`src/rtl/vcb_updown_mod_cntr.sv`:
```
// Reversible modulo counter: programmable terminal value, sync clamped load,
// wrap/saturate mode, sticky overflow flag and TC/CEO cascade outputs.
module vcb_updown_mod_cntr #(
    parameter int W       = 4,
    parameter bit SAT_DEF = 1'b0
) (
    input  logic         clk,
    input  logic         clr,
    input  logic         ce,
    input  logic         up,
    input  logic         L,
    input  logic [W-1:0] di,
    input  logic [W-1:0] max_val,
    input  logic         sat,
    input  logic         ovf_clr,
    output logic [W-1:0] Q,
    output logic         TC,
    output logic         CEO,
    output logic         ovf
);

    logic         sat_q;
    logic [W-1:0] q_nxt;

    always_comb begin
        TC  = up ? (Q == max_val) : (Q == '0);
        CEO = ce & TC;
    end

    always_comb begin
        q_nxt = Q;
        if (L) begin
            q_nxt = (di > max_val) ? max_val : di;
        end else if (ce) begin
            // An out-of-range value (max_val lowered at runtime) snaps back in either direction
            if (Q > max_val)
                q_nxt = max_val;
            else if (up)
                q_nxt = (Q == max_val) ? (sat_q ? max_val : '0) : Q + W'(1);
            else
                q_nxt = (Q == '0) ? (sat_q ? '0 : max_val) : Q - W'(1);
        end
    end

    always_ff @(posedge clk or posedge clr) begin
        if (clr) begin
            Q     <= '0;
            ovf   <= 1'b0;
            sat_q <= SAT_DEF;
        end else begin
            Q     <= q_nxt;
            sat_q <= sat;
            if (ce && !L && TC)
                ovf <= 1'b1;
            else if (ovf_clr)
                ovf <= 1'b0;
        end
    end

endmodule

```
`config.mk`:
```
export PLATFORM = sky130hd
export DESIGN_NAME = vcb_updown_mod_cntr
export DESIGN_NICKNAME = d
export VERILOG_FILES = /design/src/rtl/vcb_updown_mod_cntr.sv
export SDC_FILE = /design/constraint.sdc
export NUM_CORES = 1
export LEC_CHECK = 0
export ABC_AREA = 1
export CORE_MARGIN = 4
export CORE_UTILIZATION = 53
export DETAILED_ROUTE_END_ITERATION = 12
export GPL_ROUTABILITY_DRIVEN = 0
export PLACE_DENSITY_LB_ADDON = 0.25
export SYNTH_ARGS = -nofsm -noshare
export SYNTH_HDL_FRONTEND = slang
export SYNTH_SLANG_ARGS = --single-unit
```
`constraint.sdc`:
```
create_clock -name clk -period 3.85 [get_ports clk]
set_clock_uncertainty 0.1 [all_clocks]
set_input_delay 0.9625 -clock clk [delete_from_list [all_inputs] [get_ports clk]]
set_output_delay 0.9625 -clock clk [all_outputs]
set_load 0.01 [all_outputs]
```
Yosys cells after proc, flatten, opt, wreduce, memory -nomap -nowiden
Index checks and enable logic that the tools add are counted.
{"block": "totals", "regBits": 6, "word_cells": 27, "output_inout_bits": 7, "inputBits": 15}
{"block": "classes", "add_sub_neg": 2, "eq_ne": 1, "order_cmp": 2, "bitwise_logic": 1, "reduce_logical": 6, "mux": 12}
{"cell": "$mux 4", "n": 9}
{"cell": "$gt 4x4->1", "n": 2}
{"cell": "$add 4x1->4 const B", "n": 1}
{"cell": "$eq 4x4->1", "n": 1}
{"cell": "$logic_not 4->1", "n": 1}
{"cell": "$reduce_bool 2->1", "n": 2}
{"cell": "$sub 4x1->4 const B", "n": 1}
{"cell": "$mux 1", "n": 3}
{"cell": "$logic_and 1x1->1", "n": 2}
{"cell": "$and 1x1->1", "n": 1}
{"cell": "$logic_not 1->1", "n": 1}

Logic depth before layout (Yosys ltp)
{"block": "logic_depth", "depth_word": 6, "depth_mapped": 14, "depth_no_buf": 14}

Worst setup path after synthesis
No wires, ideal clock.
{"block": "synth_path", "path_type": "in2out", "startpoint": "input port max_val[1]", "endpoint": "output port CEO", "slack_ns": 0.921, "t_required_ns": 2.788, "arrival_time_ns": 1.866, "path_stages": 6, "path_buffers": 0, "path_cell_list": "inv_1 -> ha_1 -> nand2_1 -> nor2_8 -> nor2_2 -> nor3_2"}
{"block": "synth_between", "elab_chain_len": 3}
{"item": "start, declared", "line_no": "13", "source": "input logic [W-1:0] max_val,"}
{"item": "$eq 4x4->1", "line_no": "26", "source": "TC = up ? (Q == max_val) : (Q == '0);"}
{"item": "$mux 1", "line_no": "26"}
{"item": "$and 1x1->1", "line_no": "27", "source": "CEO = ce & TC;"}
{"item": "end, declared", "line_no": "18", "source": "output logic CEO,"}
No other way between the ends.

Worst setup path in the final report
{"block": "layout_path", "startpoint": "input port max_val[3]", "endpoint": "output port CEO"}
Same word-level chain as after synthesis.

==> impl_metrics.toml <==
[floorplanning]
start_util = 0.587
ioPinCount = 22
die_w_microns = 49.8
coreArea_sq_um = 1580
rows = 14
die_h_microns = 49.8
dieArea_sq_um = 2480

[timing]
fin_hold_ws_ns = 0.454
max_freq_mhz = 276
hold_viol_final = 0
relSlewSlack = 0.804
layout_min_cycle_time_ns = 3.62
worst_pin_slew_ns = 0.294
tns_ns = 0
slew_viol_final = 0
finalSetupViolCount = 0
min_period_over_period = 0.940
rsz0062_at_grt = "no"
worst_slack_ns = 0.229

[yosys]
ys.warnings.count = 0
syn_inst = 156
synth_top_cell_area_share = 0.227
synth-edff-count = 0
synthTopCellsByArea = "nand2_1 23%, dfrtp_1 16%, ha_1 14%"
synth_area_sq_um = 925
ys_ff_latch = 6
syn_avg_cell_area_sq_um = 5.93
synthesis.nets = 181
yosys.area.top_type = "nand2_1"
muxShareOfSynthArea = 0
synth-xor-area-share = 0.0189
synthAdderAreaFrac = 0.135
yosys.cell_count.top_type = "nand2_1"
yosys-top-cells-count = "56 x nand2_1, 25 x inv_1, 18 x nand3_1, 12 x nor2_1, 10 x ha_1"
synth_compound_area_frac = 0.0785
ys_seq_area_frac = 0.162
synth_async_sr_flop_share = 1.00
ys.flop_type = "dfrtp_1"
synth-simple-area-share = 0.482
synth_top_family_by_area = "simple AND/OR/NAND/NOR gates"
synthDistinctLibCells = 22

[critical_path]
critPathBufInv = 3
crit_path_end_kind = "primary output"
crit_family = "buffers and inverters"
crit_chain = "clkdlybuf4s50_1 > inv_1 > ha_1 > nand2_2 > nor2_8 > nor2_2 > nor3_2 > dlygate4sd2_1"
cp_max_fo = 3
criticalPathCategory = "in -> out"
cpPeakStageDelay_ns = 0.48
cpMaxStageDelayCell = "clkdlybuf4s50_1"
cp.arrival_ns = 2.56
critPathLaunchType = "primary input"
critPathRequiredTime_ns = 2.79

[drt]
viasPerCell = 5.25
antenna_left = 0
dr.pass1.iters = 4
num_vias = 1076
wl_per_cell_microns = 12.1
wl_mm = 2.48
drc = 0
drtIter0Drc = 38

[run]
max-cap-violations = 0

[clocking]
cts_inserted_buffers = 3
cts.sinks = 6
path_clk_slew_ns = 0.05
cts_tree = "yes"
clockRootBuffer = "clkbuf_4"
post_cts.repair.setup_buffers = 0
clock_latency_ns = 0.25
h-tree-depth = 1
clock_path_buffers = 2

[final_layout]
nets = 216
layout.cells.non_filler = 205
antennaDiodeCount = 0
post-route-util = 0.791
drive_above_1_share = 0.143
syn2layout_area_growth_pct = 34.9
fillers = 120

[pwr]
seqPwrFrac = 0.201
swShare = 0.476
p_sw_mw = 0.222
p_clk_frac = 0.126
p_leak_nw = 0.744
intPower_mw = 0.244
combPwrFrac = 0.673
power.density_nw_per_um2 = 374
ir_drop_mv = 0.275

[global_routing]
grt_max_degree = 10
antenna_found_initial = 0
track_usage = 0.222
grt_pass1_wl_mm = 4.29
overflow = 0
grt_pass1_vias = 1011

[place]
io_buffer_count = 21
pre_cts_slack_ns = -0.0939
post-dp-hpwl_mm = 1.97
place_inst = 202

[run_status]
status = "completed"

[hold_path]
min-delay-path-class = "reg -> reg"
-- power by group through the flow --
| stage | logic (mW) | clock network, mW | registers (mW) |
|---|---|---|---|
| after floorplan | 0.205 | 0 | 0.0967 |
| after global placement | 0.299 | 0 | 0.0935 |
| after detailed placement | 0.307 | 0 | 0.0944 |
| after CTS | 0.311 | 0.0614 | 0.0938 |
| after global routing | 0.348 | 0.0677 | 0.0965 |
| final | 0.314 | 0.0590 | 0.0937 |
-- timing repair --
item                       CTS  global route
resized for setup            1             2
hold buffers                 0             0
cloned                       0             0
setup endpoints to repair    1             1
-- worst register-to-register path, cell delays in order (launching register included) --
cell,delay [ns]
dfrtp_1,0.47
ha_1,0.37
nand2_2,0.14
buf_4,0.14
inv_1,0.04
nand3_1,0.07
nand3_2,0.11
nand2_2,0.13
nand2_1,0.06
nand2_1,0.05
nand3_1,0.07
nand2_1,0.08
nand2_1,0.07
-- per-layer routing --
| layer | wire length [microns] | track usage |
|---|---|---|
| met2 | 1240 | 0.388 |
| met1 | 1070 | 0.267 |
| met3 | 126 | 0.0392 |
| met5 | 0 | 0 |
| met4 | 46 | 0.0829 |
-- cell usage in the layout (no fill, tap or decap), drive strengths merged --
master,n
nand2,59
clkbuf,3
xor2,2
inv,26
nand3,19
dfrtp,6
clkdlybuf4s50,19
a21oi,7
nor3,1
buf,11
ha,10
nor2,16
dlymetal6s2s,1
o21ai,6
dlygate4sd2,1
nand4,2
-- kinds of logic after synthesis --
| group | count (synthesis) |
|---|---|
| AOI/OAI and AO/OA | 13 |
| adders and majority gates | 10 |
| DFF | 6 |
| and+or+nand+nor | 97 |
| xor gates and xnor gates | 2 |
| buffers and inverters | 28 |
-- metrics by stage --
step	instance area, sq um	power, mW
2_1_floorplan	925	0.302
3_3_place_gp	1220	0.393
3_5_place_dp	1220	0.401
4_1_cts	1240	0.466
5_1_grt	1250	0.513
6_report	1250	0.467
-- final timing paths --
path                            cells past startpoint                to              from  slack, ns
worst max-delay path                                8               CEO        max_val[3]       0.23
worst min-delay path                                2   ovf$_DFFE_PP0P_   ovf$_DFFE_PP0P_       0.45
worst max register to register                     12  Q[3]$_DFFE_PP0P_  Q[3]$_DFFE_PP0P_       1.81
worst min register to register                      2   ovf$_DFFE_PP0P_   ovf$_DFFE_PP0P_       0.45
max in group asynchronous                           2  Q[1]$_DFFE_PP0P_               clr       2.62
min in group asynchronous                           2   ovf$_DFFE_PP0P_               clr       0.84
-- area by class of cell --
type                    instances  area, sq um  area share
multi-input cells             122          663       0.532
well taps                      16         20.0      0.0160
inverters                      26         97.6      0.0782
repair buffers                 32          294       0.236
flip-flops and latches          6          150       0.120
clock buffers                   3         22.5      0.0181
-- flip-flops by register name, summed over array words and instances (netlist names) --
signal	cells
ovf	1
sat_q	1
Q	4
No activity file was read; power rests on OpenSTA's default activity.
